$ cat src/rtl/alloc_free_list_if.sv
// Free-list bundle: allocation, release, checkpoint and flush signals.
// The master drives requests; the slave (the free list) drives grants and status.
interface alloc_free_list_if #(
  parameter int NUM_PREG   = 64,
  parameter int ALLOC_W    = 4,
  parameter int REL_W      = 4,
  parameter int CKPT_DEPTH = 4
);
  localparam int PREG_W = $clog2(NUM_PREG);
  localparam int CKPT_W = $clog2(CKPT_DEPTH);

  logic                      stall;
  logic [ALLOC_W-1:0]        alloc_req;
  logic [ALLOC_W-1:0]        alloc_gnt;
  logic [ALLOC_W*PREG_W-1:0] alloc_preg;
  logic                      list_empty;
  logic [PREG_W:0]           free_cnt;
  logic [REL_W-1:0]          rel_vld;
  logic [REL_W*PREG_W-1:0]   rel_preg;
  logic                      ckpt_req;
  logic [CKPT_W-1:0]         ckpt_id;
  logic                      ckpt_full;
  logic                      ckpt_cmt;
  logic                      flush;
  logic [CKPT_W-1:0]         flush_id;

  modport master (
    output stall, alloc_req, rel_vld, rel_preg, ckpt_req, ckpt_cmt, flush, flush_id,
    input  alloc_gnt, alloc_preg, list_empty, free_cnt, ckpt_id, ckpt_full
  );

  modport slave (
    input  stall, alloc_req, rel_vld, rel_preg, ckpt_req, ckpt_cmt, flush, flush_id,
    output alloc_gnt, alloc_preg, list_empty, free_cnt, ckpt_id, ckpt_full
  );
endinterface

$ cat src/rtl/alloc_free_list.sv
// Physical-register free list with multi-slot allocation, multi-port release and
// checkpoint/flush recovery. Define FL_PARTIAL_ALLOC_EN for partial grants.
module alloc_free_list #(
  parameter int NUM_PREG   = 64,
  parameter int NUM_ARCH   = 16,
  parameter int ALLOC_W    = 4,
  parameter int REL_W      = 4,
  parameter int CKPT_DEPTH = 4
) (
  input logic              clk_i,
  input logic              rst_i,
  alloc_free_list_if.slave fl
);
  localparam int PREG_W = $clog2(NUM_PREG);
  localparam int CKPT_W = $clog2(CKPT_DEPTH);
  typedef logic [PREG_W:0] ptr_t;

  logic [PREG_W-1:0]         mem_q [NUM_PREG];
  ptr_t                      head_q, head_d, tail_q, tail_d, free_cnt_q;
  ptr_t                      ckpt_head_q [CKPT_DEPTH];
  logic [CKPT_W-1:0]         ckpt_hd_q, ckpt_hd_d, ckpt_tl_q, ckpt_tl_d;
  logic [CKPT_W:0]           ckpt_cnt_q, ckpt_cnt_d;
  logic [ALLOC_W-1:0]        gnt;
  logic [ALLOC_W*PREG_W-1:0] preg_bus;
  ptr_t                      n_req, n_gnt, n_rel;
  logic [PREG_W-1:0]         rel_addr [REL_W];
  logic                      alloc_go, ckpt_push, ckpt_full;

  assign ckpt_full = (ckpt_cnt_q == (CKPT_W+1)'(CKPT_DEPTH));
  assign alloc_go  = ~fl.stall & ~fl.flush;
  assign ckpt_push = fl.ckpt_req & alloc_go & ~ckpt_full;

  always_comb begin
    n_req    = '0;
    n_gnt    = '0;
    gnt      = '0;
    preg_bus = '0;
    for (int i = 0; i < ALLOC_W; i++) n_req = n_req + ptr_t'(fl.alloc_req[i]);
    for (int i = 0; i < ALLOC_W; i++) begin
`ifdef FL_PARTIAL_ALLOC_EN
      if (fl.alloc_req[i] && (n_gnt < free_cnt_q)) begin
`else
      if (fl.alloc_req[i] && (n_req <= free_cnt_q)) begin
`endif
        gnt[i] = 1'b1;
        preg_bus[i*PREG_W +: PREG_W] = mem_q[head_q[PREG_W-1:0] + n_gnt[PREG_W-1:0]];
        n_gnt = n_gnt + ptr_t'(1);
      end
    end
  end

  always_comb begin
    n_rel = '0;
    for (int j = 0; j < REL_W; j++) begin
      rel_addr[j] = tail_q[PREG_W-1:0] + n_rel[PREG_W-1:0];
      n_rel       = n_rel + ptr_t'(fl.rel_vld[j]);
    end
  end

  always_comb begin
    tail_d    = tail_q + n_rel;
    head_d    = head_q + (alloc_go ? n_gnt : '0);
    ckpt_hd_d = ckpt_hd_q + CKPT_W'(fl.ckpt_cmt);
    ckpt_tl_d = ckpt_tl_q + CKPT_W'(ckpt_push);
    ckpt_cnt_d = ckpt_cnt_q + (CKPT_W+1)'(ckpt_push) - (CKPT_W+1)'(fl.ckpt_cmt);
    if (fl.flush) begin
      // Live checkpoints after a flush are those strictly older than flush_id.
      head_d     = ckpt_head_q[fl.flush_id];
      ckpt_tl_d  = fl.flush_id;
      ckpt_cnt_d = {1'b0, fl.flush_id - ckpt_hd_d};
    end
  end

  always_ff @(posedge clk_i) begin
    if (rst_i) begin
      for (int i = 0; i < NUM_PREG; i++)
        mem_q[i] <= (i < NUM_PREG - NUM_ARCH) ? PREG_W'(NUM_ARCH + i) : '0;
      for (int c = 0; c < CKPT_DEPTH; c++) ckpt_head_q[c] <= '0;
      head_q     <= '0;
      tail_q     <= ptr_t'(NUM_PREG - NUM_ARCH);
      free_cnt_q <= ptr_t'(NUM_PREG - NUM_ARCH);
      ckpt_hd_q  <= '0;
      ckpt_tl_q  <= '0;
      ckpt_cnt_q <= '0;
    end else begin
      for (int j = 0; j < REL_W; j++)
        if (fl.rel_vld[j]) mem_q[rel_addr[j]] <= fl.rel_preg[j*PREG_W +: PREG_W];
      // head_d here is the post-allocation head, since a push excludes flush.
      if (ckpt_push) ckpt_head_q[ckpt_tl_q] <= head_d;
      head_q     <= head_d;
      tail_q     <= tail_d;
      free_cnt_q <= tail_d - head_d;
      ckpt_hd_q  <= ckpt_hd_d;
      ckpt_tl_q  <= ckpt_tl_d;
      ckpt_cnt_q <= ckpt_cnt_d;
    end
  end

  assign fl.alloc_gnt  = gnt;
  assign fl.alloc_preg = preg_bus;
  assign fl.free_cnt   = free_cnt_q;
  assign fl.list_empty = (free_cnt_q < ptr_t'(ALLOC_W));
  assign fl.ckpt_id    = ckpt_tl_q;
  assign fl.ckpt_full  = ckpt_full;
endmodule

$ cat src/flat_wrapper.sv
// flat-port wrapper written by rule: the top's interface ports become plain ports
module alloc_free_list_flat 
#(
  parameter int NUM_PREG   = 64,
  parameter int NUM_ARCH   = 16,
  parameter int ALLOC_W    = 4,
  parameter int REL_W      = 4,
  parameter int CKPT_DEPTH = 4
)
  (clk_i, rst_i, fl_stall, fl_alloc_req, fl_rel_vld, fl_rel_preg, fl_ckpt_req, fl_ckpt_cmt, fl_flush, fl_flush_id, fl_alloc_gnt, fl_alloc_preg, fl_list_empty, fl_free_cnt, fl_ckpt_id, fl_ckpt_full);
  alloc_free_list_if #(.NUM_PREG(NUM_PREG), .ALLOC_W(ALLOC_W), .REL_W(REL_W), .CKPT_DEPTH(CKPT_DEPTH)) fl_i ();
  input logic clk_i;
  input logic rst_i;
  input wire logic [$bits(fl_i.stall)-1:0] fl_stall;
  input wire logic [$bits(fl_i.alloc_req)-1:0] fl_alloc_req;
  input wire logic [$bits(fl_i.rel_vld)-1:0] fl_rel_vld;
  input wire logic [$bits(fl_i.rel_preg)-1:0] fl_rel_preg;
  input wire logic [$bits(fl_i.ckpt_req)-1:0] fl_ckpt_req;
  input wire logic [$bits(fl_i.ckpt_cmt)-1:0] fl_ckpt_cmt;
  input wire logic [$bits(fl_i.flush)-1:0] fl_flush;
  input wire logic [$bits(fl_i.flush_id)-1:0] fl_flush_id;
  output wire logic [$bits(fl_i.alloc_gnt)-1:0] fl_alloc_gnt;
  output wire logic [$bits(fl_i.alloc_preg)-1:0] fl_alloc_preg;
  output wire logic [$bits(fl_i.list_empty)-1:0] fl_list_empty;
  output wire logic [$bits(fl_i.free_cnt)-1:0] fl_free_cnt;
  output wire logic [$bits(fl_i.ckpt_id)-1:0] fl_ckpt_id;
  output wire logic [$bits(fl_i.ckpt_full)-1:0] fl_ckpt_full;
  assign fl_i.stall = fl_stall;
  assign fl_i.alloc_req = fl_alloc_req;
  assign fl_i.rel_vld = fl_rel_vld;
  assign fl_i.rel_preg = fl_rel_preg;
  assign fl_i.ckpt_req = fl_ckpt_req;
  assign fl_i.ckpt_cmt = fl_ckpt_cmt;
  assign fl_i.flush = fl_flush;
  assign fl_i.flush_id = fl_flush_id;
  assign fl_alloc_gnt = fl_i.alloc_gnt;
  assign fl_alloc_preg = fl_i.alloc_preg;
  assign fl_list_empty = fl_i.list_empty;
  assign fl_free_cnt = fl_i.free_cnt;
  assign fl_ckpt_id = fl_i.ckpt_id;
  assign fl_ckpt_full = fl_i.ckpt_full;
  alloc_free_list #(.NUM_PREG(NUM_PREG), .NUM_ARCH(NUM_ARCH), .ALLOC_W(ALLOC_W), .REL_W(REL_W), .CKPT_DEPTH(CKPT_DEPTH)) u_core (.clk_i(clk_i), .rst_i(rst_i), .fl(fl_i));
endmodule
$ cat config.mk
export PLATFORM = sky130hd
export DESIGN_NAME = alloc_free_list_flat
export DESIGN_NICKNAME = d
export VERILOG_FILES = /design/src/rtl/alloc_free_list_if.sv /design/src/rtl/alloc_free_list.sv /design/src/flat_wrapper.sv
export SDC_FILE = /design/constraint.sdc
export NUM_CORES = 2
export LEC_CHECK = 0
export ABC_CLOCK_PERIOD_IN_PS = 12100
export CAP_MARGIN = 40
export CELL_PAD_IN_SITES_DETAIL_PLACEMENT = 2
export CELL_PAD_IN_SITES_GLOBAL_PLACEMENT = 2
export CORE_MARGIN = 4
export CORE_UTILIZATION = 43
export DETAILED_ROUTE_END_ITERATION = 8
export DONT_BUFFER_PORTS = 1
export PLACE_DENSITY_LB_ADDON = 0.15
export SYNTH_ARGS = -nofsm -noshare
export SYNTH_HDL_FRONTEND = slang
export SYNTH_SLANG_ARGS = --single-unit
$ cat constraint.sdc
create_clock -name clk_i -period 12.1 [get_ports clk_i]
set_input_delay 2.42 -clock clk_i [delete_from_list [all_inputs] [get_ports clk_i]]
set_output_delay 2.42 -clock clk_i [all_outputs]
set_load 0.01 [all_outputs]
### Word-level counts from Yosys, hierarchy flattened

Memory sizes are Yosys's and may differ from the RTL's. A register that Yosys moved wholly into a read port is not among the register bits.
Cells that the tools add are included.

| word-level totals | value |
|---|---|
| bits in registers | 28 |
| RAM bits | 412 |
| output and inout bits | 39 |
| memories | 2 |

| operators by class | value |
|---|---|
| add/sub/neg operators | 23 |
| $lt $le $gt $ge | 2 |
| eq/ne operators | 1 |
| mux-type cells | 49 |
| bitwise operators | 6 |
| reductions and logical operators | 10 |

Memories:

| name | words | bits a word | read ports | clocked after memory_dff | write ports | RTL line | RTL |
|---|---|---|---|---|---|---|---|
| u_core.mem_q | 64 | 6 | 4 | 1 | 64 | alloc_free_list.sv:18 | `logic [PREG_W-1:0] mem_q [NUM_PREG];` |
| u_core.ckpt_head_q | 4 | 7 | 1 | 0 | 4 | alloc_free_list.sv:20 | `ptr_t ckpt_head_q [CKPT_DEPTH];` |

Operators by type and width:

| kind | number |
|---|---|
| $mux W6 | 13 |
| $mux W7 | 6 |
| $add A7 B1 Y7 | 4 |
| $mux W1 | 27 |
| $add A6 B6 Y6 | 4 |
| $reduce_or A6 Y1 | 4 |
| $add A7 B1 Y7 const B | 2 |
| $add A7 B7 Y7 | 2 |
| $add A6 B1 Y6 | 2 |
| $le A7 B7 Y1 | 1 |
| $lt A7 B3 Y1 const B | 1 |
| $reduce_or A7 Y1 | 1 |
| $sub A7 B7 Y7 | 1 |
| $mux W2 | 3 |
| $add A1 B1 Y2 | 2 |
| $add A2 B1 Y2 | 2 |
| $logic_and A1 B1 Y1 | 4 |
| $add A3 B1 Y3 | 1 |
| $and A1 B1 Y1 | 3 |
| $eq A3 B3 Y1 const B | 1 |
| $not A1 Y1 | 3 |
| $sub A3 B1 Y3 | 1 |
| $add A1 B1 Y2 const B | 1 |
| $reduce_or A2 Y1 | 1 |
| $sub A2 B2 Y2 | 1 |

### Depth between registers and ports, before layout

| logic depth | value |
|---|---|
| depth after elaboration | 16 |
| mapped depth | 28 |
| mapped depth without buffers | 28 |

### Worst setup path after synthesis

OpenSTA, ideal clock, no wires.

| path | value |
|---|---|
| kind | in2out |
| start point | input port fl_alloc_req[0] |
| end point | output port fl_alloc_preg[22] |
| data arrival time | 7.629 ns |
| required time | 9.680 ns |
| setup slack | 2.051 ns |
| cell stages on the path | 22 |
| cell sequence | ha_1 > fa_1 > ha_1 > ha_1 > nor2b_1 > o21a_1 > o21ai_0 > and2_1 > inv_1 > ha_1 > xnor2_1 > ha_1 > inv_1 > fa_1 > clkbuf_1 > clkbuf_1 > clkbuf_1 > mux4_2 > nand2_1 > a21oi_1 > nor4_1 > o22ai_1 |

| on the way | value |
|---|---|
| word-level cells in the longest chain between the ends | 13 |
| elaborated cells between the ends (all ways) | 16 |
| those cells by class | add/sub (6); order compare (1); mux (4); reduce/logical (4); memory (1) |

RTL lines:

| element | RTL line | RTL |
|---|---|---|
| from (decl) | flat_wrapper.sv:15 | `input wire logic [$bits(fl_i.alloc_req)-1:0] fl_alloc_req;` |
| $add A1 B1 Y2 | alloc_free_list.sv:38 | `for (int i = 0; i < ALLOC_W; i++) n_req = n_req + ptr_t'(fl.alloc_req[i]);` |
| $add A7 B1 Y7 (2 in series) | alloc_free_list.sv:38 |  |
| $le A7 B7 Y1 | alloc_free_list.sv:43 | `if (fl.alloc_req[i] && (n_req <= free_cnt_q)) begin` |
| $logic_and A1 B1 Y1 | alloc_free_list.sv:43 |  |
| $mux W1 | alloc_free_list.sv:43 |  |
| $add A1 B1 Y2 | alloc_free_list.sv:47 | `n_gnt = n_gnt + ptr_t'(1);` |
| $mux W7 | alloc_free_list.sv:43 |  |
| $add A7 B1 Y7 | alloc_free_list.sv:47 |  |
| $mux W7 | alloc_free_list.sv:43 |  |
| $add A6 B6 Y6 | alloc_free_list.sv:46 | `preg_bus[i*PREG_W +: PREG_W] = mem_q[head_q[PREG_W-1:0] + n_gnt[PREG_W-1:0]];` |
| $mem_v2 Z64 W6 | - |  |
| $mux W6 * | alloc_free_list.sv:43 |  |
| to (decl) | flat_wrapper.sv:23 | `output wire logic [$bits(fl_i.alloc_preg)-1:0] fl_alloc_preg;` |

Mark *: on every way between the ends. The rest lies on a longest branch, timed or not.

### Worst setup path in the final report

| path | value |
|---|---|
| start point | input port fl_alloc_req[0] |
| end point | output port fl_alloc_preg[20] |

The elaborated chain is that of the path after synthesis.

==> impl_metrics.ini <==
[detailed_routing]
drt_iter0_markers = 9782
vias = 49900
routed_wl_um = 300000
dr.pass1.iters = 8
via_per_inst = 8.51
route.detailed.drc = 0
routedWlPerCell_um = 51.2
ant_nets = 0

[logic_synthesis]
synth_compound_area_share_pct = 19.3
synth_top_family_by_area = multiplexers
synthSimpleGateAreaFrac_pct = 18.0
synth_edf_count = 412
netlist-cell-type-count = 104
synthFlopType = edfxtp_1
synth_seq_cells = 440
synthAdderAreaFrac_pct = 1.63
seq_area_frac_synth_pct = 29.7
synth_cells = 4681
syn-mean-instance-area_sq_um = 9.30
muxShareOfSynthArea_pct = 25.1
synthArstFlopShare_pct = 0
synth_xor_area_share_pct = 1.07
netlist_area_sq_mm = 0.0436
yosys_warnings = 0
syn-num-nets = 4771

[critical_path]
critPathTopFamily = adder cells
critPathKind = in -> out
crit_arrival_ns = 9.32
slowest_stage = fa_4
path_cells = ha_1, fa_1, ha_1, ha_1, nor2b_1, o21a_1, o21ai_0, and2_1, inv_1, ha_1, xnor2_1, ha_4, inv_1, fa_4, mux4_2, mux4_2, mux2i_1, o22ai_1
path_max_fanout = 36
start_kind = primary input
cpMostUsedCell = ha_1
cp_slowest_stage_delay_ns = 1.26
cp-end-kind = output pin
worst-path-buf-inv = 2
critPathRequiredTime_ns = 9.68

[placement]
hpwl_um = 209000
port_buffers = 0
gp_congestion = 1.03
place_area_sq_mm = 0.0449

[cts]
clk_path_buf_depth = 3
ctsHoldBuffers = 0
h-tree-depth = 2
cts_tree = built
path_clk_slew_ns = 0.06
clkSinkCount = 440
clockRootBuffer = clkbuf_16
cts-buffers-inserted = 55
cts-resized-gates = 0
post_cts_buffers = 0
clock_latency_ns = 0.71

[sta]
slew_headroom_pct = 18.8
period_needed_ns = 11.74
hold_violations = 0
slew_viol_final = 0
min_period_over_period_pct = 97.1
skew_ns = 0.0319
clock.fmax_ghz = 0.0851
tns_ns = 0
tightest_slew_ns = 1.22
rsz0062_at_grt = no
setup_viol = 0

[global_routing]
grt_antenna_before_repair = 31
grt_pass1_wl_um = 406000
grt_max_degree = 87
grtUsageTotal_pct = 54.6
grt_pass1_vias = 47500
overflow = 0

[layout]
syn_to_final_growth_pct = 7.57
final_common_cell = nand2_1
layout.nets = 4525
final_area_sq_mm = 0.0469
final_cell_mix = 630 x nand2_1, 536 x nor2_1, 424 x mux4_2
drive_above_1_share_pct = 17.8

[pwr]
power.total_mw = 6.55
power_density_mw_per_mm2 = 140
p_comb_share_pct = 42.8
seqPwrFrac_pct = 31.0
swShare_pct = 43.2
vdd_drop_max_uv = 131
p_leak_nw = 14.4
p_sw_mw = 2.83
p_clk_share_pct = 26.2
intPower_mw = 3.72

[die]
dieWidth_um = 326
initial_core_util_pct = 43.4
core_area_sq_mm = 0.100
die_y_um = 326
die_area_sq_mm = 0.106
io_pins = 79
rows = 116

[outcome]
status = finished, final reports clean

[hold_path]
hold_class = reg -> reg

[job]
drv_cap = 0
-- registers in the layout, summed over array words and instances (netlist names) --
name	cells
u_core.mem_q	384
u_core.ckpt_hd_q	2
u_core.ckpt_cnt_q	3
u_core.fl.free_cnt	7
u_core.head_q	7
u_core.ckpt_head_q	28
u_core.fl.ckpt_id	2
u_core.tail_q	7
-- path summary, 6_finish.rpt --
path | startpoint | end | slack [ns] | depth (start not counted)
max | fl_alloc_req[0] | fl_alloc_preg[20] | 0.36 | 18
min | u_core.ckpt_hd_q[1]$_SDFF_PP0_ | u_core.ckpt_hd_q[1]$_SDFF_PP0_ | 0.56 | 2
max reg2reg | u_core.fl.free_cnt[4]$_SDFF_PP1_ | u_core.fl.free_cnt[6]$_SDFF_PP0_ | 5.53 | 23
min reg2reg | u_core.ckpt_hd_q[1]$_SDFF_PP0_ | u_core.ckpt_hd_q[1]$_SDFF_PP0_ | 0.56 | 2
-- routing by layer --
metal	up-vias	routed length (um)	track usage, %
li1	18000	-	-
met4	18	26100	35.6
met1	25100	101000	67.4
met2	5352	118000	74.3
met3	1449	54400	28.2
met5	-	129	0.0906
-- power groups by stage --
| stage | Clock (mW) | Sequential [mW] | Combinational [mW] |
|---|---|---|---|
| 2_1_floorplan | 0 | 1.88 | 1.66 |
| 3_3_place_gp | 0 | 2.01 | 2.46 |
| 3_5_place_dp | 0 | 2.03 | 2.59 |
| 4_1_cts | 1.69 | 2.00 | 2.62 |
| 5_1_grt | 1.77 | 2.02 | 2.80 |
| 6_report | 1.72 | 2.03 | 2.80 |
-- cell type report --
| type | count | area, sq um |
|---|---|---|
| antenna | 24 | 60.1 |
| fill | 10600 | 53400 |
| clock buffer | 67 | 1440 |
| inverter | 56 | 210 |
| tap | 1357 | 1700 |
| sequential | 440 | 12900 |
| multi-input combinational | 3699 | 28600 |
| clock inverter | 33 | 309 |
| timing repair buffer | 183 | 1540 |
-- cells in the mapped netlist, drive strengths merged (24+ instances only) --
cell type	count	area share (%)
and2	32	0.46
mux4	424	22
edfxtp	412	28
mux2i	118	2.7
nor2	544	4.7
o221ai	96	1.9
o22ai	118	1.7
dfxtp	28	1.3
clkbuf	346	3.0
ha	40	1.1
nor4	80	1.2
nor3	183	2.2
a221oi	110	2.2
o211ai	32	0.59
a31oi	113	1.6
inv	48	0.41
nand4	30	0.43
a21oi	321	3.8
o31ai	24	0.43
nand3	162	1.9
nand2	634	5.5
buf	140	1.6
nand2b	24	0.34
xnor2	37	0.80
a211oi	47	0.89
o21ai	241	2.8
-- through the flow --
stage	hold WS (ns)	utilization [%]	setup WS (ns)	instances
floorplan	0.489	-	2.05	4681
global placement	0.502	44.3	0.876	5674
detailed placement	0.544	44.8	0.619	5717
CTS	0.562	46.5	0.642	5817
global route	0.595	46.7	0.225	5835
finish	0.558	46.7	0.355	5859
-- cell families (layout without fill, tap and decap cells) --
kind of cell / after synthesis / in the layout
flip-flops: 440 / 440
XOR/XNOR: 50 / 50
buffers and inverters: 542 / 339
AO/OA/AOI/OAI: 1267 / 1267
multiplexers: 561 / 561
adder cells (fa/ha/maj): 51 / 51
AND/OR/NAND/NOR: 1769 / 1769
other: 1 / 25
-- tightest hold or removal path, cell delays in order, from the launching register on --
cell and delay (ns):
dfxtp_1 0.32, xnor2_1 0.09, nor2_1 0.10
(Power assumes the default switching activity.)
